===== src/rtl/temp_ctrl_pkg.sv =====
// Shared definitions for the thermostat: setpoint limits/defaults used by the
// key controller, comparator and display, plus the key-handling FSM encoding.
package temp_ctrl_pkg;

  localparam int SP_W_DEF       = 8;
  localparam int SP_MIN_DEF     = 0;
  localparam int SP_MAX_DEF     = 99;
  localparam int SP_DEFAULT_DEF = 30;

  typedef enum logic [1:0] {
    ST_IDLE  = 2'd0,
    ST_PRESS = 2'd1,
    ST_HOLD  = 2'd2,
    ST_LOCK  = 2'd3
  } key_state_t;

endpackage


===== src/rtl/key_debounce.sv =====
// One push-button: 2-FF synchroniser followed by a millisecond debounce counter.
// pressed is the debounced, active-high view of the active-low raw key.
module key_debounce #(
  parameter int DEBOUNCE_MS = 20
) (
  input  logic clk,
  input  logic rst,
  input  logic ms_tick,
  input  logic key_n,
  output logic pressed
);

  logic [1:0] key_sync;
  logic       level;
  logic [7:0] cnt;

  // NOTE: sequential state uses non-blocking assignments so every flop samples pre-edge values.
  always_ff @(posedge clk or negedge rst) begin
    if (!rst) begin
      key_sync <= 2'b11;
      level    <= 1'b1;
      cnt      <= '0;
    end else begin
      key_sync <= {key_sync[0], key_n};
      if (key_sync[1] == level) begin
        cnt <= '0;
      end else if (cnt == 8'(DEBOUNCE_MS)) begin
        level <= key_sync[1];
        cnt   <= '0;
      end else if (ms_tick && cnt != 8'hFF) begin
        cnt <= cnt + 8'd1;
      end
    end
  end

  assign pressed = ~level;

endmodule


===== src/rtl/setpoint_key_ctrl.sv =====
// UP/DOWN key handler stepping the temperature setpoint within [SP_MIN, SP_MAX].
// Define KEY_AUTOREPEAT_EN to enable hold-to-repeat; otherwise one step per press.
module setpoint_key_ctrl
  import temp_ctrl_pkg::*;
#(
  parameter int SP_W            = SP_W_DEF,
  parameter int SP_MIN          = SP_MIN_DEF,
  parameter int SP_MAX          = SP_MAX_DEF,
  parameter int SP_DEFAULT      = SP_DEFAULT_DEF,
`ifdef KEY_AUTOREPEAT_EN
  parameter int REPEAT_DELAY_MS = 500,
  parameter int REPEAT_RATE_MS  = 100,
`endif
  parameter int DEBOUNCE_MS     = 20
) (
  input  logic            clk,
  input  logic            rst,
  input  logic            cp_1ms,
  input  logic            key_up_n,
  input  logic            key_dn_n,
  output logic [SP_W-1:0] setpoint,
  output logic            sp_changed,
  output logic            key_held
);

  logic [2:0]      cp_sync;
  logic            ms_tick;
  logic            up_p, dn_p;
  key_state_t      state_q, state_d;
  logic            dir_q, dir_d;
  logic            step, step_up;
  logic [SP_W-1:0] sp_d;
`ifdef KEY_AUTOREPEAT_EN
  logic [15:0]     timer_q, timer_d;
`endif

  always_ff @(posedge clk or negedge rst) begin
    if (!rst) cp_sync <= '0;
    else      cp_sync <= {cp_sync[1:0], cp_1ms};
  end

  // Both divider edges count, so one tick per millisecond.
  assign ms_tick = cp_sync[2] ^ cp_sync[1];

  key_debounce #(.DEBOUNCE_MS(DEBOUNCE_MS)) u_deb_up (
    .clk(clk), .rst(rst), .ms_tick(ms_tick), .key_n(key_up_n), .pressed(up_p)
  );
  key_debounce #(.DEBOUNCE_MS(DEBOUNCE_MS)) u_deb_dn (
    .clk(clk), .rst(rst), .ms_tick(ms_tick), .key_n(key_dn_n), .pressed(dn_p)
  );

  // NOTE: every combinational output gets a default first so no path infers a latch.
  always_comb begin
    state_d = state_q;
    dir_d   = dir_q;
    step    = 1'b0;
    step_up = dir_q;
`ifdef KEY_AUTOREPEAT_EN
    timer_d = timer_q;
`endif
    if (up_p && dn_p) begin
      state_d = ST_LOCK;
    end else begin
      unique case (state_q)
        ST_IDLE: begin
          if (up_p ^ dn_p) begin
            step    = 1'b1;
            step_up = up_p;
            dir_d   = up_p;
            state_d = ST_PRESS;
`ifdef KEY_AUTOREPEAT_EN
            timer_d = '0;
`endif
          end
        end
        ST_PRESS, ST_HOLD: begin
          // The key that started the press owns it until released.
          if (!(dir_q ? up_p : dn_p)) begin
            state_d = ST_IDLE;
          end
`ifdef KEY_AUTOREPEAT_EN
          else if (ms_tick) begin
            if (timer_q == 16'((state_q == ST_PRESS) ? REPEAT_DELAY_MS - 1
                                                      : REPEAT_RATE_MS - 1)) begin
              step    = 1'b1;
              timer_d = '0;
              state_d = ST_HOLD;
            end else begin
              timer_d = timer_q + 16'd1;
            end
          end
`endif
        end
        ST_LOCK: begin
          if (!up_p && !dn_p) state_d = ST_IDLE;
        end
        default: state_d = ST_IDLE;
      endcase
    end
  end

  // Compare before add/sub so the value never wraps past the limits.
  always_comb begin
    sp_d = setpoint;
    if (step) begin
      if (step_up) begin
        if (setpoint < SP_W'(SP_MAX)) sp_d = setpoint + 1'b1;
      end else begin
        if (setpoint > SP_W'(SP_MIN)) sp_d = setpoint - 1'b1;
      end
    end
  end

  always_ff @(posedge clk or negedge rst) begin
    if (!rst) begin
      state_q    <= ST_IDLE;
      dir_q      <= 1'b0;
      setpoint   <= SP_W'(SP_DEFAULT);
      sp_changed <= 1'b0;
`ifdef KEY_AUTOREPEAT_EN
      timer_q    <= '0;
`endif
    end else begin
      state_q    <= state_d;
      dir_q      <= dir_d;
      setpoint   <= sp_d;
      sp_changed <= (sp_d != setpoint);
`ifdef KEY_AUTOREPEAT_EN
      timer_q    <= timer_d;
`endif
    end
  end

  assign key_held = (state_q == ST_PRESS) || (state_q == ST_HOLD);

endmodule

===== config.mk =====
export PLATFORM = sky130hd
export DESIGN_NAME = setpoint_key_ctrl
export DESIGN_NICKNAME = d
export VERILOG_FILES = /design/src/rtl/temp_ctrl_pkg.sv /design/src/rtl/key_debounce.sv /design/src/rtl/setpoint_key_ctrl.sv
export SDC_FILE = /design/constraint.sdc
export NUM_CORES = 1
export LEC_CHECK = 0
export ABC_AREA = 1
export CAP_MARGIN = 10
export CORE_MARGIN = 8
export CORE_UTILIZATION = 60
export DETAILED_ROUTE_END_ITERATION = 8
export DONT_BUFFER_PORTS = 1
export PLACE_DENSITY = 0.85
export SYNTH_ARGS = -nofsm -noshare
export SYNTH_HDL_FRONTEND = slang
export SYNTH_HIERARCHICAL = 1
export SYNTH_SLANG_ARGS = --single-unit

===== constraint.sdc =====
create_clock -name clk -period 3.3 [get_ports clk]
set_clock_uncertainty 0.05 [all_clocks]
set_input_delay 0.66 -clock clk [delete_from_list [all_inputs] [get_ports clk]]
set_output_delay 0.66 -clock clk [all_outputs]
set_load 0.01 [all_outputs]

==> out/results.ini, run 1 <==
[outcome]
status=completed

[die]
dieArea_sq_um=6440
boundaryPins=15
core-area_sq_um=4000
initial_core_util_pct=61.9
die_y_um=80.3
die_w_um=80.3
row_count=23

[clock_tree]
post-cts-setup-buffers=0
cts_sinks=37
clock-root-buffer=clkbuf_8
tritoncts=yes
cts_resized=0
cts_htree_levels=2
cts_max_path_buffers=2
cts_buffers=5
clkLatencyLatePin_ps=290
path_clk_slew_ps=70

[power_and_ir_drop]
vdd_drop_max_mv=0.285
powerDensity_nw_per_um2=350
finalPower_uw=931
power.leakage_nw=1.40

[worst_setup_path]
r2r_start=u_deb_up/level$_DFFE_PN1P_
startpoint=u_deb_up/level$_DFFE_PN1P_
crit_arrival_ps=2150
criticalPathCategory=flip-flop to flip-flop
start_kind=flip-flop
cp.required_ps=3480
cp-end-kind=flip-flop
worstPathMaxFanout=9

[detailed_routing]
via_count=2094
viasPerCell=5.34
antenna_left=0
drt_iter0_markers=99
drc=0
drt_pass1_iterations=6
post_drt_wl_per_cell_um=12.6
wl_um=4950

[grt]
grt_overflow=0
first_global_vias=2036
grt_use_total_pct=17.1
antenna_found_initial=0
grt_max_degree=28
grt_pass1_wl_um=8700

[timing]
worst_pin_slew_ps=809
fmax_mhz=507
hold_violations=0
slew-limit-headroom_pct=45.9
drv_slew=0
finalSetupViolCount=0
min_period_ps=1970
rsz0062_at_grt=no
setup-tns-final_ps=0
fin_crit_sh_pct=59.8

[final_layout]
drive_gt1_share_pct=16.4
fill_cells=334
antenna_cells=0
area_growth_pct=7.27
fin_nets=357

[placement]
hpwlAfterDp_um=3660
portBuffers=0
place_congestion=0.918

[job]
drv_cap=0

[synthesis]
synth_top_area_share_pct=27.3
postSynthAreaPerCell_sq_um=7.40
yosys.area_share.adder_pct=5.56
synth_nets=351
synth_top_family_by_area=simple AND/OR/NAND/NOR gates
ys_warn_count=6
synth.area.mux_share_pct=0
synth_area_leaders=dfrtp_1, nand2_1, dfstp_2
synthSimpleGateAreaFrac_pct=39.6
ys_seq_elements=37
synth-seq-area-share_pct=37.9
yosys.area_share.xor_xnor_pct=3.43
synth_area_sq_um=2480
synth_largest_area_cell=dfrtp_1
synth_compound_area_share_pct=6.11
synth_cell_types=30
synthCells=335

[min_path]
hp-class=input port to asynchronous set/reset pin

-- routing by layer --
layer	track usage [%]	vias up	part of all wire [%]
li1	-	1066	-
met1	18.1	970	43
met2	29.7	44	50
met3	5.13	14	5.0
met4	9.09	0	2.5
met5	0	-	0
-- cells in the mapped netlist --
cell type	instances
o2111ai_1	1
nand2_4	4
buf_4	1
xor2_2	2
nand4_1	7
ha_1	11
nand3_1	24
clkinv_1	2
xnor2_1	1
buf_6	1
nand2_2	10
inv_2	5
dfrtp_1	27
nor2_4	3
xor2_1	5
a21oi_1	12
nand2_1	102
nor2_1	41
nor2_8	1
o211ai_1	1
o21ai_4	1
nor3_1	4
o21ai_1	2
nand3_2	5
o21ai_2	1
nor2_2	5
inv_1	37
o21ai_0	8
dfstp_2	10
nand3_4	1
-- worst paths after layout --
kind,to,slack [ps],cells after the start
max reg2reg,setpoint[1]$_DFF_PN1_,1330,8
max,setpoint[1]$_DFF_PN1_,1330,8
min in group clk,u_deb_up/key_sync[0]$_DFF_PN1_,310,0
max in group asynchronous,u_deb_dn/cnt[4]$_DFFE_PN0P_,2900,1
min reg2reg,u_deb_dn/key_sync[1]$_DFF_PN1_,310,0
min,u_deb_up/cnt[5]$_DFFE_PN0P_,130,1
-- per-stage QoR --
stage               hold slack, ps  utilization [%]  setup slack, ps  area, sq um  cells
floorplan                      281                -             1520         2480    335
global placement               282             63.0             1380         2520    383
detailed placement             299             63.0             1320         2520    383
CTS                            128             66.4             1310         2660    392
global route                   132             66.4             1150         2660    392
finish                         129             66.4             1330         2660    392
-- cell usage in the layout (no fill, tap or decap), drive strengths merged --
| cell type | synthesis | final |
|---|---|---|
| nand4 | 7 | 7 |
| inv | 42 | 42 |
| o21ai | 12 | 12 |
| bufinv | 0 | 1 |
| ha | 11 | 11 |
| xor2 | 7 | 7 |
| buf | 2 | 1 |
| nor3 | 4 | 4 |
| nor2 | 50 | 50 |
| o2111ai | 1 | 1 |
| clkinv | 2 | 2 |
| clkbuf | 0 | 7 |
| nand3 | 30 | 30 |
| o211ai | 1 | 1 |
| a21oi | 12 | 12 |
| dfrtp | 27 | 27 |
| dfstp | 10 | 10 |
| nand2 | 116 | 116 |
| xnor2 | 1 | 1 |
-- worst max-delay path, stage by stage, from the launching register on --
cell and delay, ps:
dfstp_2 560, inv_1 120, ha_1 320, inv_2 120, nand3_4 130, o21ai_2 310, o211ai_1 140, nand3_1 90
nand2_1 60
-- where the power goes --
| group | leakage, nW | internal (mW) | switching, mW | total, mW |
|---|---|---|---|---|
| combinational | 0.878 | 0.0160 | 0.0300 | 0.0461 |
| sequential | 0.461 | 0.466 | 0.00928 | 0.476 |
| clock | 0.0585 | 0.246 | 0.163 | 0.409 |
-- logic make-up after synthesis --
family                     Yosys count
xor gates and xnor gates             8
buffers and inverters               46
AOI/OAI and AO/OA                   26
and+or+nand+nor                    207
DFF                                 37
adders and majority gates           11
-- layout make-up --
| type | instances | area (sq um) | share of cell area (%) |
|---|---|---|---|
| Clock inverter | 1 | 30.0 | 1.13 |
| Tap cell | 50 | 62.6 | 2.35 |
| Sequential cell | 37 | 938 | 35.3 |
| Multi-Input combinational cell | 252 | 1360 | 51.0 |
| Timing Repair Buffer | 1 | 20.0 | 0.753 |
| Clock buffer | 7 | 86.3 | 3.25 |
| Inverter | 44 | 165 | 6.21 |
-- registers in the layout, indices dropped and copies added (netlist names), 2 cells and up --
register           count
u_deb_dn/cnt           8
u_deb_dn/key_sync      2
setpoint               8
state_q                2
u_deb_up/cnt           8
cp_sync                3
u_deb_up/key_sync      2
-- timing repair --
item | CTS | global route
hold endpoints to repair | 27 | 0
endpoints found under the setup margin | 0 | 0
hold buffers | 1 | 0
Power figures use the tool's default switching activity.
==> run 2: changes to the inputs <==
- clock period: 3.3 -> 2 ns (I/O delays scaled with it)
==> run 2 against run 1 <==
Effect of this change:
- global-route usage is 0.19 points lower
- total power grew 54%
- via count grew 0.48%
- register-to-register slack got worse by 1200 ps
- die area stayed put
- sequential share of layout area fell by 0.56 points
- sequential power grew 65%
- flip-flop and latch count stayed put
- clock power increased by 38%
- final cell count up 1.8%
- non-clock buffer count grew 6
- critical endpoint is now setpoint[6]$_DFF_PN0_
- largest power group unchanged
==> out/results.ini, run 2 (synthesis gave the netlist of run 1 again) <==
[die]
row_count=23  ; unchanged
die_y_um=80.3  ; unchanged
boundaryPins=15  ; unchanged
initial_core_util_pct=61.9  ; unchanged
core-area_sq_um=4000  ; unchanged
dieArea_sq_um=6440  ; unchanged
die_w_um=80.3  ; unchanged

[timing]
fmax_mhz=525  ; +3.6%
fin_crit_sh_pct=95.2  ; +35 points
finalSetupViolCount=0  ; unchanged
drv_slew=0  ; unchanged
min_period_ps=1900  ; -67.8 ps
slew-limit-headroom_pct=77.9  ; +32 points
hold_violations=0  ; unchanged
setup-tns-final_ps=0  ; unchanged
worst_pin_slew_ps=330  ; -478 ps
rsz0062_at_grt=no

[detailed_routing]
drt_iter0_markers=112  ; +13%
via_count=2104  ; +0.48%
drt_pass1_iterations=4  ; -2
antenna_left=0  ; unchanged
drc=0  ; unchanged
viasPerCell=5.27  ; -1.3%
wl_um=5160  ; +4.2%
post_drt_wl_per_cell_um=12.9  ; +2.4%

[worst_setup_path]
start_kind=flip-flop
worstPathMaxFanout=9  ; unchanged
crit_family=flip-flops
crit_chain=inv_1, inv_1, ha_1, nand2_2, nor2_8, o21ai_4, nand3_2, nand3_1, o21ai_1
path_buf_inv=2  ; unchanged
crit_arrival_ps=2030  ; -120 ps
cp-end-kind=flip-flop
max_stage_delay_ps=560  ; about the same
cpMaxStageDelayCell=dfstp_2
crit_top_cell=inv_1
worst_r2r_path_depth=9  ; +1
cp.required_ps=2120  ; -1360 ps
crit_cells=9  ; +1
criticalPathCategory=flip-flop to flip-flop

[clock_tree]
cts_buffers=5  ; unchanged
clkLatencyLatePin_ps=280  ; about the same
cts_sinks=37  ; unchanged
clock-root-buffer=clkbuf_8
tritoncts=yes
cts_htree_levels=2  ; unchanged
path_clk_slew_ps=70  ; about the same
cts_max_path_buffers=2  ; unchanged

[placement]
portBuffers=0  ; unchanged
place_congestion=0.902  ; -1.7%
hpwlAfterDp_um=3810  ; +4.2%
placed_area_sq_um=2550  ; +1.2%

[grt]
first_global_vias=1932  ; -5.1%
grt_pass1_wl_um=8670  ; -0.31%
grt_max_degree=38  ; +36%
use_met1_pct=19.8  ; +1.7 points
met2_usage_pct=28.9  ; -0.89 points
antenna_found_initial=0  ; unchanged
met3_usage_pct=4.69  ; -0.45 points
grt_use_total_pct=16.9  ; -0.19 points
grt_overflow=0  ; unchanged
busiest_layer=met2

[final_layout]
fin_nets=363  ; +1.7%
drive_gt1_share_pct=17.8  ; +1.4 points
area_growth_pct=8.99
fill_cells=328  ; -1.8%
largestRegisters=setpoint (8), u_deb_dn/cnt (8), u_deb_up/cnt (8)
fin_area_sq_um=2700  ; +1.6%
layout_common_cells=nand2_1, nor2_1, inv_1, dfrtp_1, nand3_1
layout_commonest_cell=nand2_1

[job]
drv_cap=0  ; unchanged

[power_and_ir_drop]
power.leakage_nw=1.42  ; +1.9%
powerDensity_nw_per_um2=532  ; +52%
vdd_drop_max_mv=0.295  ; +3.7%

[min_path]
hp-class=input port to flip-flop
min_path_cells=0

[outcome]
status=completed

## run 2: final timing paths
check / start / to / slack (ps)
max: u_deb_dn/level$_DFFE_PN1P_ / setpoint[6]$_DFF_PN0_ / 100
min: key_dn_n / u_deb_dn/key_sync[0]$_DFF_PN1_ / 60
max reg2reg: u_deb_dn/level$_DFFE_PN1P_ / setpoint[6]$_DFF_PN0_ / 100
min reg2reg: u_deb_up/key_sync[0]$_DFF_PN1_ / u_deb_up/key_sync[1]$_DFF_PN1_ / 310
max in group asynchronous: rst / u_deb_up/key_sync[1]$_DFF_PN1_ / 1090
min in group asynchronous: rst / setpoint[0]$_DFF_PN0_ / 570
## run 2: report_power, final
part           leakage (nW)  internal (mW)  total [mW]  switching [mW]
Sequential            0.461          0.769       0.786          0.0168
Clock                0.0542          0.311       0.565           0.254
Combinational         0.908         0.0304      0.0858          0.0554
Total                  1.42           1.11        1.44           0.326
## run 2: metal layers
layer	up-vias	part of all wire, %
met5	-	0
met4	0	1.1
met3	6	3.8
met2	40	50
met1	985	45
li1	1073	-
## run 2: through the flow
stage | power, mW | cells | hold WS, ps | worst slack, ps | utilization (%)
after CTS | 1.45 | 397 | 48.8 | 76.7 | 67.1
after global placement | 0.860 | 387 | 55.7 | 151 | 63.8
after global routing | 1.51 | 398 | 36.2 | 4.19 | 67.4
after floorplan | 0.845 | 335 | 54.4 | 217 | -
after detailed placement | 0.865 | 387 | 55.5 | 96.6 | 63.8
final | 1.44 | 399 | 55.8 | 95.5 | 67.5
## run 2: layout make-up
class | count | area, sq um | share of cell area (%)
clock inverters | 1 | 5.00 | 0.185
multi-input cells | 252 | 1360 | 50.5
well taps | 50 | 62.6 | 2.32
flip-flops and latches | 37 | 938 | 34.8
inverters | 44 | 165 | 6.12
diodes | 1 | 2.50 | 0.0927
repair buffers | 7 | 67.6 | 2.50
clock buffers | 7 | 96.3 | 3.57
## run 2: repair_timing
action | CTS | global route
hold buffers | 2 | 0
buffers inserted | 0 | 1
endpoints found under the hold margin | 37 | 0
endpoints found under the setup margin | 0 | 6
resized for setup | 0 | 1
